==> config.mk <==
export PLATFORM = sky130hd
export DESIGN_NAME = regfile_wb_queue
export DESIGN_NICKNAME = d
export VERILOG_FILES = /design/src/rtl/regfile_wb_queue.sv
export SDC_FILE = /design/constraint.sdc
export NUM_CORES = 1
export LEC_CHECK = 0
export ABC_CLOCK_PERIOD_IN_PS = 2800
export BUFFER_PORTS_ARGS = -buffer_cell sky130_fd_sc_hd__buf_2
export CAP_MARGIN = 20
export CORE_ASPECT_RATIO = 1.75
export CORE_MARGIN = 8
export CORE_UTILIZATION = 45
export CTS_CLUSTER_SIZE = 40
export DETAILED_ROUTE_END_ITERATION = 6
export PLACE_DENSITY = 0.79
export SLEW_MARGIN = 20
export SYNTH_ARGS = -nofsm -noshare
export SYNTH_HDL_FRONTEND = slang
export SYNTH_SLANG_ARGS = --single-unit
==> constraint.sdc <==
create_clock -name CLK -period 2.8 [get_ports CLK]
set_input_delay 0.14 -clock CLK [delete_from_list [all_inputs] [get_ports CLK]]
set_output_delay 0.14 -clock CLK [all_outputs]
set_load 0.03 [all_outputs]
==> src/rtl/regfile_wb_queue.sv <==
// Write-back FIFO in front of the 16x16 register file, with read-after-write snooping.
// Define WB_BYPASS_EN to forward pending data to the operands instead of raising HazardA/B.
module regfile_wb_queue #(
  parameter int DEPTH = 4,
  parameter int AW    = 4,
  parameter int DW    = 16
) (
  input  logic                   CLK,
  input  logic                   Reset_n,
  input  logic                   Flush,
  input  logic                   InValid,
  input  logic [AW-1:0]          InAddr,
  input  logic [DW-1:0]          InData,
  output logic                   InReady,
  input  logic                   DrainEn,
  output logic                   Write,
  output logic [AW-1:0]          WriteAddr,
  output logic [DW-1:0]          DataIn,
  input  logic [AW-1:0]          ReadAddrA,
  input  logic [AW-1:0]          ReadAddrB,
  input  logic [DW-1:0]          ReadDataA,
  input  logic [DW-1:0]          ReadDataB,
  output logic [DW-1:0]          OperandA,
  output logic [DW-1:0]          OperandB,
  output logic                   HazardA,
  output logic                   HazardB,
  output logic [$clog2(DEPTH):0] Count
);

  localparam int PW = $clog2(DEPTH);
  localparam int CW = PW + 1;

  logic [PW-1:0]    rd_ptr_q, rd_ptr_d;
  logic [PW-1:0]    wr_ptr_q, wr_ptr_d;
  logic [CW-1:0]    count_q, count_d;
  logic [DEPTH-1:0] valid_q, valid_d;
  logic [AW-1:0]    addr_q [DEPTH];
  logic [AW-1:0]    addr_d [DEPTH];
  logic [DW-1:0]    data_q [DEPTH];
  logic [DW-1:0]    data_d [DEPTH];

  logic enq;
  logic match_a, match_b;
`ifdef WB_BYPASS_EN
  logic [DW-1:0] sel_a, sel_b;
`endif

  assign InReady   = (count_q != CW'(DEPTH));
  assign Write     = (count_q != '0) && DrainEn;
  assign WriteAddr = (count_q != '0) ? addr_q[rd_ptr_q] : '0;
  assign DataIn    = (count_q != '0) ? data_q[rd_ptr_q] : '0;
  assign Count     = count_q;

  always_comb begin
    enq      = InValid && InReady && !Flush;
    rd_ptr_d = rd_ptr_q;
    wr_ptr_d = wr_ptr_q;
    count_d  = count_q;
    valid_d  = valid_q;
    addr_d   = addr_q;
    data_d   = data_q;
    if (Flush) begin
      rd_ptr_d = '0;
      wr_ptr_d = '0;
      count_d  = '0;
      valid_d  = '0;
    end else begin
      if (enq) begin
        addr_d[wr_ptr_q]  = InAddr;
        data_d[wr_ptr_q]  = InData;
        valid_d[wr_ptr_q] = 1'b1;
        wr_ptr_d          = wr_ptr_q + 1'b1;
      end
      if (Write) begin
        valid_d[rd_ptr_q] = 1'b0;
        rd_ptr_d          = rd_ptr_q + 1'b1;
      end
      count_d = count_q + CW'(enq) - CW'(Write);
    end
  end

  // Walk from head to tail so the last hit is the newest pending entry.
  always_comb begin
    logic [PW-1:0] idx;
    idx     = '0;
    match_a = 1'b0;
    match_b = 1'b0;
`ifdef WB_BYPASS_EN
    sel_a   = '0;
    sel_b   = '0;
`endif
    for (int unsigned i = 0; i < DEPTH; i++) begin
      idx = rd_ptr_q + PW'(i);
      if (valid_q[idx] && (addr_q[idx] == ReadAddrA)) begin
        match_a = 1'b1;
`ifdef WB_BYPASS_EN
        sel_a   = data_q[idx];
`endif
      end
      if (valid_q[idx] && (addr_q[idx] == ReadAddrB)) begin
        match_b = 1'b1;
`ifdef WB_BYPASS_EN
        sel_b   = data_q[idx];
`endif
      end
    end
  end

`ifdef WB_BYPASS_EN
  assign OperandA = match_a ? sel_a : ReadDataA;
  assign OperandB = match_b ? sel_b : ReadDataB;
  assign HazardA  = 1'b0;
  assign HazardB  = 1'b0;
`else
  assign OperandA = ReadDataA;
  assign OperandB = ReadDataB;
  assign HazardA  = match_a;
  assign HazardB  = match_b;
`endif

  always_ff @(posedge CLK) begin
    if (!Reset_n) begin
      rd_ptr_q <= '0;
      wr_ptr_q <= '0;
      count_q  <= '0;
      valid_q  <= '0;
    end else begin
      rd_ptr_q <= rd_ptr_d;
      wr_ptr_q <= wr_ptr_d;
      count_q  <= count_d;
      valid_q  <= valid_d;
    end
  end

  // Payload storage needs no reset; the valid bits qualify every use.
  always_ff @(posedge CLK) begin
    addr_q <= addr_d;
    data_q <= data_d;
  end

endmodule

==> results of run 1 <==
[metrics by stage]
stage	instance area, um2	worst slack, ps	hold WS (ps)	instances
after global placement	4900	344	280	468
final	5240	129	10.9	485
after global routing	5240	12.4	0.176	485
after floorplan	4710	5.06	239	315
after detailed placement	4900	250	280	468
after CTS	5230	62.0	1.13	485
[synthesized netlist by cell type (all sizes together)]
cell	instances	area (um2)
o21a	4	30.0
o21ai	1	5.00
nand4	1	6.26
nand2b	2	12.5
nor2b	17	106
and2	4	25.0
nand3	7	35.0
nor2	13	48.8
xor2	27	236
nand2	5	18.8
mux4	20	450
buf	40	304
clkbuf	4	15.0
ha	10	125
mux2	14	176
nor3	3	15.0
xnor2	9	78.8
dfxtp	11	220
edfxtp	80	2400
fa	1	20.0
inv	10	37.5
mux2i	19	219
a21oi	6	30.0
o311ai	1	8.76
a31oi	1	6.26
and3	4	25.0
or3	1	6.26
[registers in the layout (all words and copies together), names as in the netlist]
name	count
data_q	64
addr_q	16
valid_q	4
Count	3
rd_ptr_q	2
wr_ptr_q	2
[power by group through the flow]
| stage | combinational, mW | clock [mW] | sequential [mW] |
|---|---|---|---|
| floorplan | 0.314 | 0 | 1.55 |
| global placement | 0.343 | 0 | 1.54 |
| detailed placement | 0.350 | 0 | 1.55 |
| CTS | 0.354 | 1.21 | 1.52 |
| global route | 0.379 | 1.28 | 1.52 |
| finish | 0.351 | 1.18 | 1.52 |
[logic make-up (layout without fill, tap and decap cells)]
logic type,count (synthesis),after routing,synth area share
AOI/OAI and AO/OA,13,13,0.0172
xor gates and xnor gates,36,36,0.0676
adders and majority gates,11,11,0.0311
buffers and inverters,54,97,0.0764
DFF,91,91,0.562
muxes,53,53,0.181
and+or+nand+nor,57,57,0.0641
[worst reg2reg max path, stage by stage (launching register included)]
cell     delay, ps
dfxtp_1        420
nor2_1          60
nand2_1        100
nand2_1        110
nor2_1         230
inv_1           70
ha_1           270
inv_1           40
ha_1           180
fa_1           390
xnor2_1        180
xnor2_1        140
nor2_1          50
[cells in the final DEF (no fill, tap or decap), drive strengths merged]
master        n
clkbuf        9
or3           1
a31oi         1
bufinv        1
mux2         14
clkinvlp      2
nor2b        17
o311ai        1
o21a          4
mux4         20
nor2         13
o21ai         1
xnor2         9
nand2         5
dlygate4sd3   1
xor2         27
dfxtp        11
edfxtp       80
buf          70
and2          4
and3          4
nor3          3
fa            1
inv          11
nand3         7
mux2i        19
a21oi         6
clkinv        3
nand2b        2
ha           10
nand4         1
[how the worst max path moves through the flow]
stage | startpoint | to | slack, ps | cells after the start
after global placement | rd_ptr_q[0] | HazardB | 340 | 9
after CTS | rd_ptr_q[0] | HazardB | 60 | 9
after floorplan | rd_ptr_q[0] | HazardA | 5 | 12
final | rd_ptr_q[0] | HazardA | 130 | 8
after global routing | rd_ptr_q[0] | HazardA | 10 | 8
after detailed placement | rd_ptr_q[0] | HazardB | 250 | 9
[per-layer routing]
metal / GRT usage / wire (um) / up-vias
li1: - / - / 1195
met1: 0.123 / 2960 / 1256
met2: 0.256 / 5260 / 71
met3: 0.0389 / 518 / 53
met4: 0.109 / 487 / 2
met5: 0 / 12 / -
[final cells by class]
class	count	share of cell area
clock inverters	7	0.0148
multi-input cells	170	0.328
flip-flops and latches	91	0.501
inverters	10	0.00716
repair buffers	71	0.0759
well taps	127	0.0303
clock buffers	9	0.0430
[repair_timing]
item                       4_1_cts  5_1_grt
hold endpoints to repair         2        0
pin swaps                        0        1
gates resized for setup          3        5
hold buffers                     1        0
setup endpoints to repair        2        2
==> flow_summary.ini, run 1 <==
[floorplan]
fp-row-count = 49
die_area_mm2 = 0.0140
design.core.area_mm2 = 0.0102
start_util = 0.458
num_io_pins = 124
die_y_um = 151
die_w_um = 93.0

[synthesis]
avgSynthCellArea_um2 = 14.8
syn_area_mm2 = 0.00466
seq_area_frac_synth = 0.562
ys_ff_latch = 91
synth_fp_nets = 391
synth_cell_types = 35
yosys_warnings = 0
syn_inst = 315

[route]
firstDrtPassIters = 4
drt_iter0_drc = 162
ant_nets = 0
drc = 0
vias = 2577
wl_um = 9240
wl_per_cell_um = 19.1
viasPerCell = 5.31

[flow_run]
cap_viol_max_count = 0

[worst_setup_path]
path_class = reg -> out
critical_path_arrival_ps = 2530
r2r_start = Count[1]
rrSetupSlack_ps = 420
rr_worst_depth = 12
crit_chain = buf_8 > mux2_2 > mux2i_4 > xor2_1 > nand3_1 > or3_1 > nand4_1 > buf_2
cp_max_fo = 27
cp_top_family = multiplexers
cp-start-kind = register
cpPeakStageDelay_ps = 410
required_ps = 2660
reg2reg_to = Count[2]
worstSetupEndpointType = output pin
path_buf_inv = 2
cpMaxStageDelayCell = mux2_2

[pwr]
peakVddDrop_mv = 0.486
p_sw_mw = 0.716
power_leakage_nw = 1.89
power.density_mw_per_mm2 = 582
power_frac_clock = 0.388
swShare = 0.235
p_comb_frac = 0.115
fin_total_pwr_mw = 3.05
p_int_mw = 2.34
pwr-share-seq = 0.497

[layout]
seqCellArea_mm2 = 0.00263
layout-drive-gt1-share = 0.360
final_core_utilization = 0.515
nNetsFinal = 429
multi_input_area_mm2 = 0.00172
n_fill_cell = 892
diodes = 0
area_growth_pct = 12.4

[placed_design]
place.gp.congestion = 0.966
dp_hpwl_um = 6600
io_buffers = 59

[hold_path]
hold_depth = 1
hp-start = InAddr[1]
hold_end = addr_q[13]
hold_class = in -> reg

[cts]
clk_latency_ps = 340
htree_levels = 3
cts_setup_buffers = 0
clk_pin_slew_worst_paths_ps = 60
cts_tree = yes
cts_sinks = 91
clock_path_buffers = 2
cts-buffers-inserted = 9
root_buffer = clkbuf_16

[global_route]
grt.total_usage = 0.139
grt-ovfl-total = 0
antenna_found_initial = 1
grt_pass1_wl_um = 14500
grt_pass1_vias = 2829
grt_max_degree = 28

[timing]
period_minus_slack_ps = 2670
finalMaxSlewViolations = 0
post-route-period-util = 0.954
skew_ps = 6.10
finalSetupViolCount = 0
hold_violations = 0
rsz0062_at_grt = no
finalSetupTns_ps = 0
slew_headroom = 0.719
worst_pin_slew_ps = 421
fmax_mhz = 374

[status]
status = finished, final reports clean
(Power assumes the default switching activity.)
==> run 2: changes to the inputs <==
--- a/config.mk
+++ b/config.mk
@@ -10,10 +10,10 @@
 export CAP_MARGIN = 20
 export CORE_ASPECT_RATIO = 1.75
 export CORE_MARGIN = 8
-export CORE_UTILIZATION = 45
+export CORE_UTILIZATION = 48
 export CTS_CLUSTER_SIZE = 40
 export DETAILED_ROUTE_END_ITERATION = 6
-export PLACE_DENSITY = 0.79
+export PLACE_DENSITY = 0.83
 export SLEW_MARGIN = 20
 export SYNTH_ARGS = -nofsm -noshare
 export SYNTH_HDL_FRONTEND = slang
==> run 2 against run 1 <==
Largest power group unchanged. Design area shrank 1.6%. Non-clock buffer count decreased by 1. Total power decreased by 4.6%. Fmax shrank 0.11%. Utilization increased by 3.0 points. Sequential power about the same. First-iteration DRC count shrank 19%. Via count rose by 1.4%. Sequential share of layout area up 0.80 points. Final cell count decreased by 1.4%.
==> flow_summary.ini, run 2 (same netlist as run 1, synthesis figures left out) <==
[status]
status = finished, final reports clean

[cts]
htree_levels = 3
clk_pin_slew_worst_paths_ps = 60
root_buffer = clkbuf_16
cts-buffers-inserted = 9
hold_buffers = 0
cts_tree = yes
cts_sinks = 91
cts_setup_buffers = 0
clk_latency_ps = 330
clock_path_buffers = 2

[layout]
largest_register_ffs = 64
area_growth_pct = 10.6
largestRegisters = data_q: 64 flops, addr_q: 16 flops, valid_q: 4 flops
nNetsFinal = 428
diodes = 0
layout-drive-gt1-share = 0.351
multi_input_area_mm2 = 0.00170
regMostFlops = data_q
n_fill_cell = 769
seqCellArea_mm2 = 0.00263
layout_commonest_cell = edfxtp_1
layout_common_cells = 80 x edfxtp_1, 59 x buf_2, 27 x xor2_1

[worst_setup_path]
worstSetupEndpointType = output pin
critical_path_arrival_ps = 2530
rr_worst_depth = 12
reg2reg_to = Count[2]
cp_max_fo = 7
rrSetupSlack_ps = 390
cp-start-kind = register
endpoint = HazardB
startpoint = rd_ptr_q[0]
required_ps = 2660
r2r_start = Count[1]
path_class = reg -> out

[timing]
finalSetupTns_ps = 0
slew_headroom = 0.690
finalSetupViolCount = 0
fmax_mhz = 374
post-route-period-util = 0.955
rsz0062_at_grt = yes
finalMaxSlewViolations = 0
skew_ps = 5.49
period_minus_slack_ps = 2670
hold_violations = 0
worst_pin_slew_ps = 465

[floorplan]
start_util = 0.493
fp-row-count = 47
die_y_um = 146
num_io_pins = 124
design.core.area_mm2 = 0.00947
die_area_mm2 = 0.0133
die_w_um = 90.5

[pwr]
swShare = 0.233
pwr-share-seq = 0.521
fin_total_pwr_mw = 2.91
power_leakage_nw = 1.87
p_int_mw = 2.23
p_sw_mw = 0.678
peakVddDrop_mv = 0.473
power_frac_clock = 0.360
power.density_mw_per_mm2 = 565
p_comb_frac = 0.119

[global_route]
grt_pass1_vias = 2899
antenna_found_initial = 1
grt.total_usage = 0.148
grt_max_degree = 26
grt_pass1_wl_um = 14900
grt-ovfl-total = 0

[route]
drc = 0
viasPerCell = 5.47
ant_nets = 0
wl_per_cell_um = 20.0
firstDrtPassIters = 4
vias = 2613
wl_um = 9550
drt_iter0_drc = 131

[hold_path]
hold_class = in -> reg

[placed_design]
io_buffers = 59
dp_hpwl_um = 6900
place.gp.congestion = 0.832

[flow_run]
cap_viol_max_count = 0
[run 2: metal layers]
metal	up-vias	share of wire	track usage
met3	62	0.052	0.0303
met1	1275	0.31	0.130
met2	89	0.57	0.274
met5	-	0.00094	0
met4	2	0.066	0.133
li1	1185	-	-
[run 2: cell type report]
| cell class | instances | area share |
|---|---|---|
| Clock inverter | 4 | 0.00534 |
| Timing Repair Buffer | 70 | 0.0740 |
| Sequential cell | 91 | 0.509 |
| Multi-Input combinational cell | 170 | 0.330 |
| Tap cell | 122 | 0.0296 |
| Inverter | 10 | 0.00728 |
| Clock buffer | 11 | 0.0451 |
[run 2: critical path, cell delays in order, from the launching register on]
cell	delay (ps)
dfxtp_4	350
inv_1	50
ha_2	420
mux4_2	560
xnor2_1	180
nand3_1	80
nor3_1	140
a31oi_1	70
o311ai_2	100
buf_2	250
[run 2: worst min path at each step]
stage                      start           to  slack (ps)  depth (start not counted)
global placement    ReadDataB[0]  OperandB[0]         280                          0
detailed placement  ReadDataB[0]  OperandB[0]         280                          0
floorplan              InAddr[0]    addr_q[0]         240                          0
CTS                    InData[0]    data_q[0]           6                          1
finish                 InData[6]   data_q[22]          20                          1
global route           InData[0]   data_q[32]           5                          1
[run 2: what timing repair did]
item | in CTS | in global routing
setup endpoints to repair | 0 | 2
resized for setup | 0 | 2
endpoints found under the hold margin | 0 | 0
[run 2: per-stage QoR]
step | instances | hold slack (ps) | cell area (um2) | worst slack (ps) | util
after detailed placement | 463 | 280 | 4890 | 392 | 0.517
after global routing | 478 | 5.18 | 5160 | -53.7 | 0.545
final | 478 | 19.7 | 5160 | 126 | 0.545
after CTS | 478 | 6.12 | 5150 | 11.4 | 0.544
after global placement | 463 | 280 | 4890 | 411 | 0.517
after floorplan | 315 | 239 | 4710 | 5.06 | -
[run 2: power by group through the flow]
stage | clock, mW | combinational, mW | sequential (mW)
6_report | 1.05 | 0.348 | 1.52
5_1_grt | 1.12 | 0.376 | 1.52
4_1_cts | 1.07 | 0.353 | 1.52
3_5_place_dp | 0 | 0.350 | 1.55
3_3_place_gp | 0 | 0.342 | 1.54
2_1_floorplan | 0 | 0.314 | 1.55
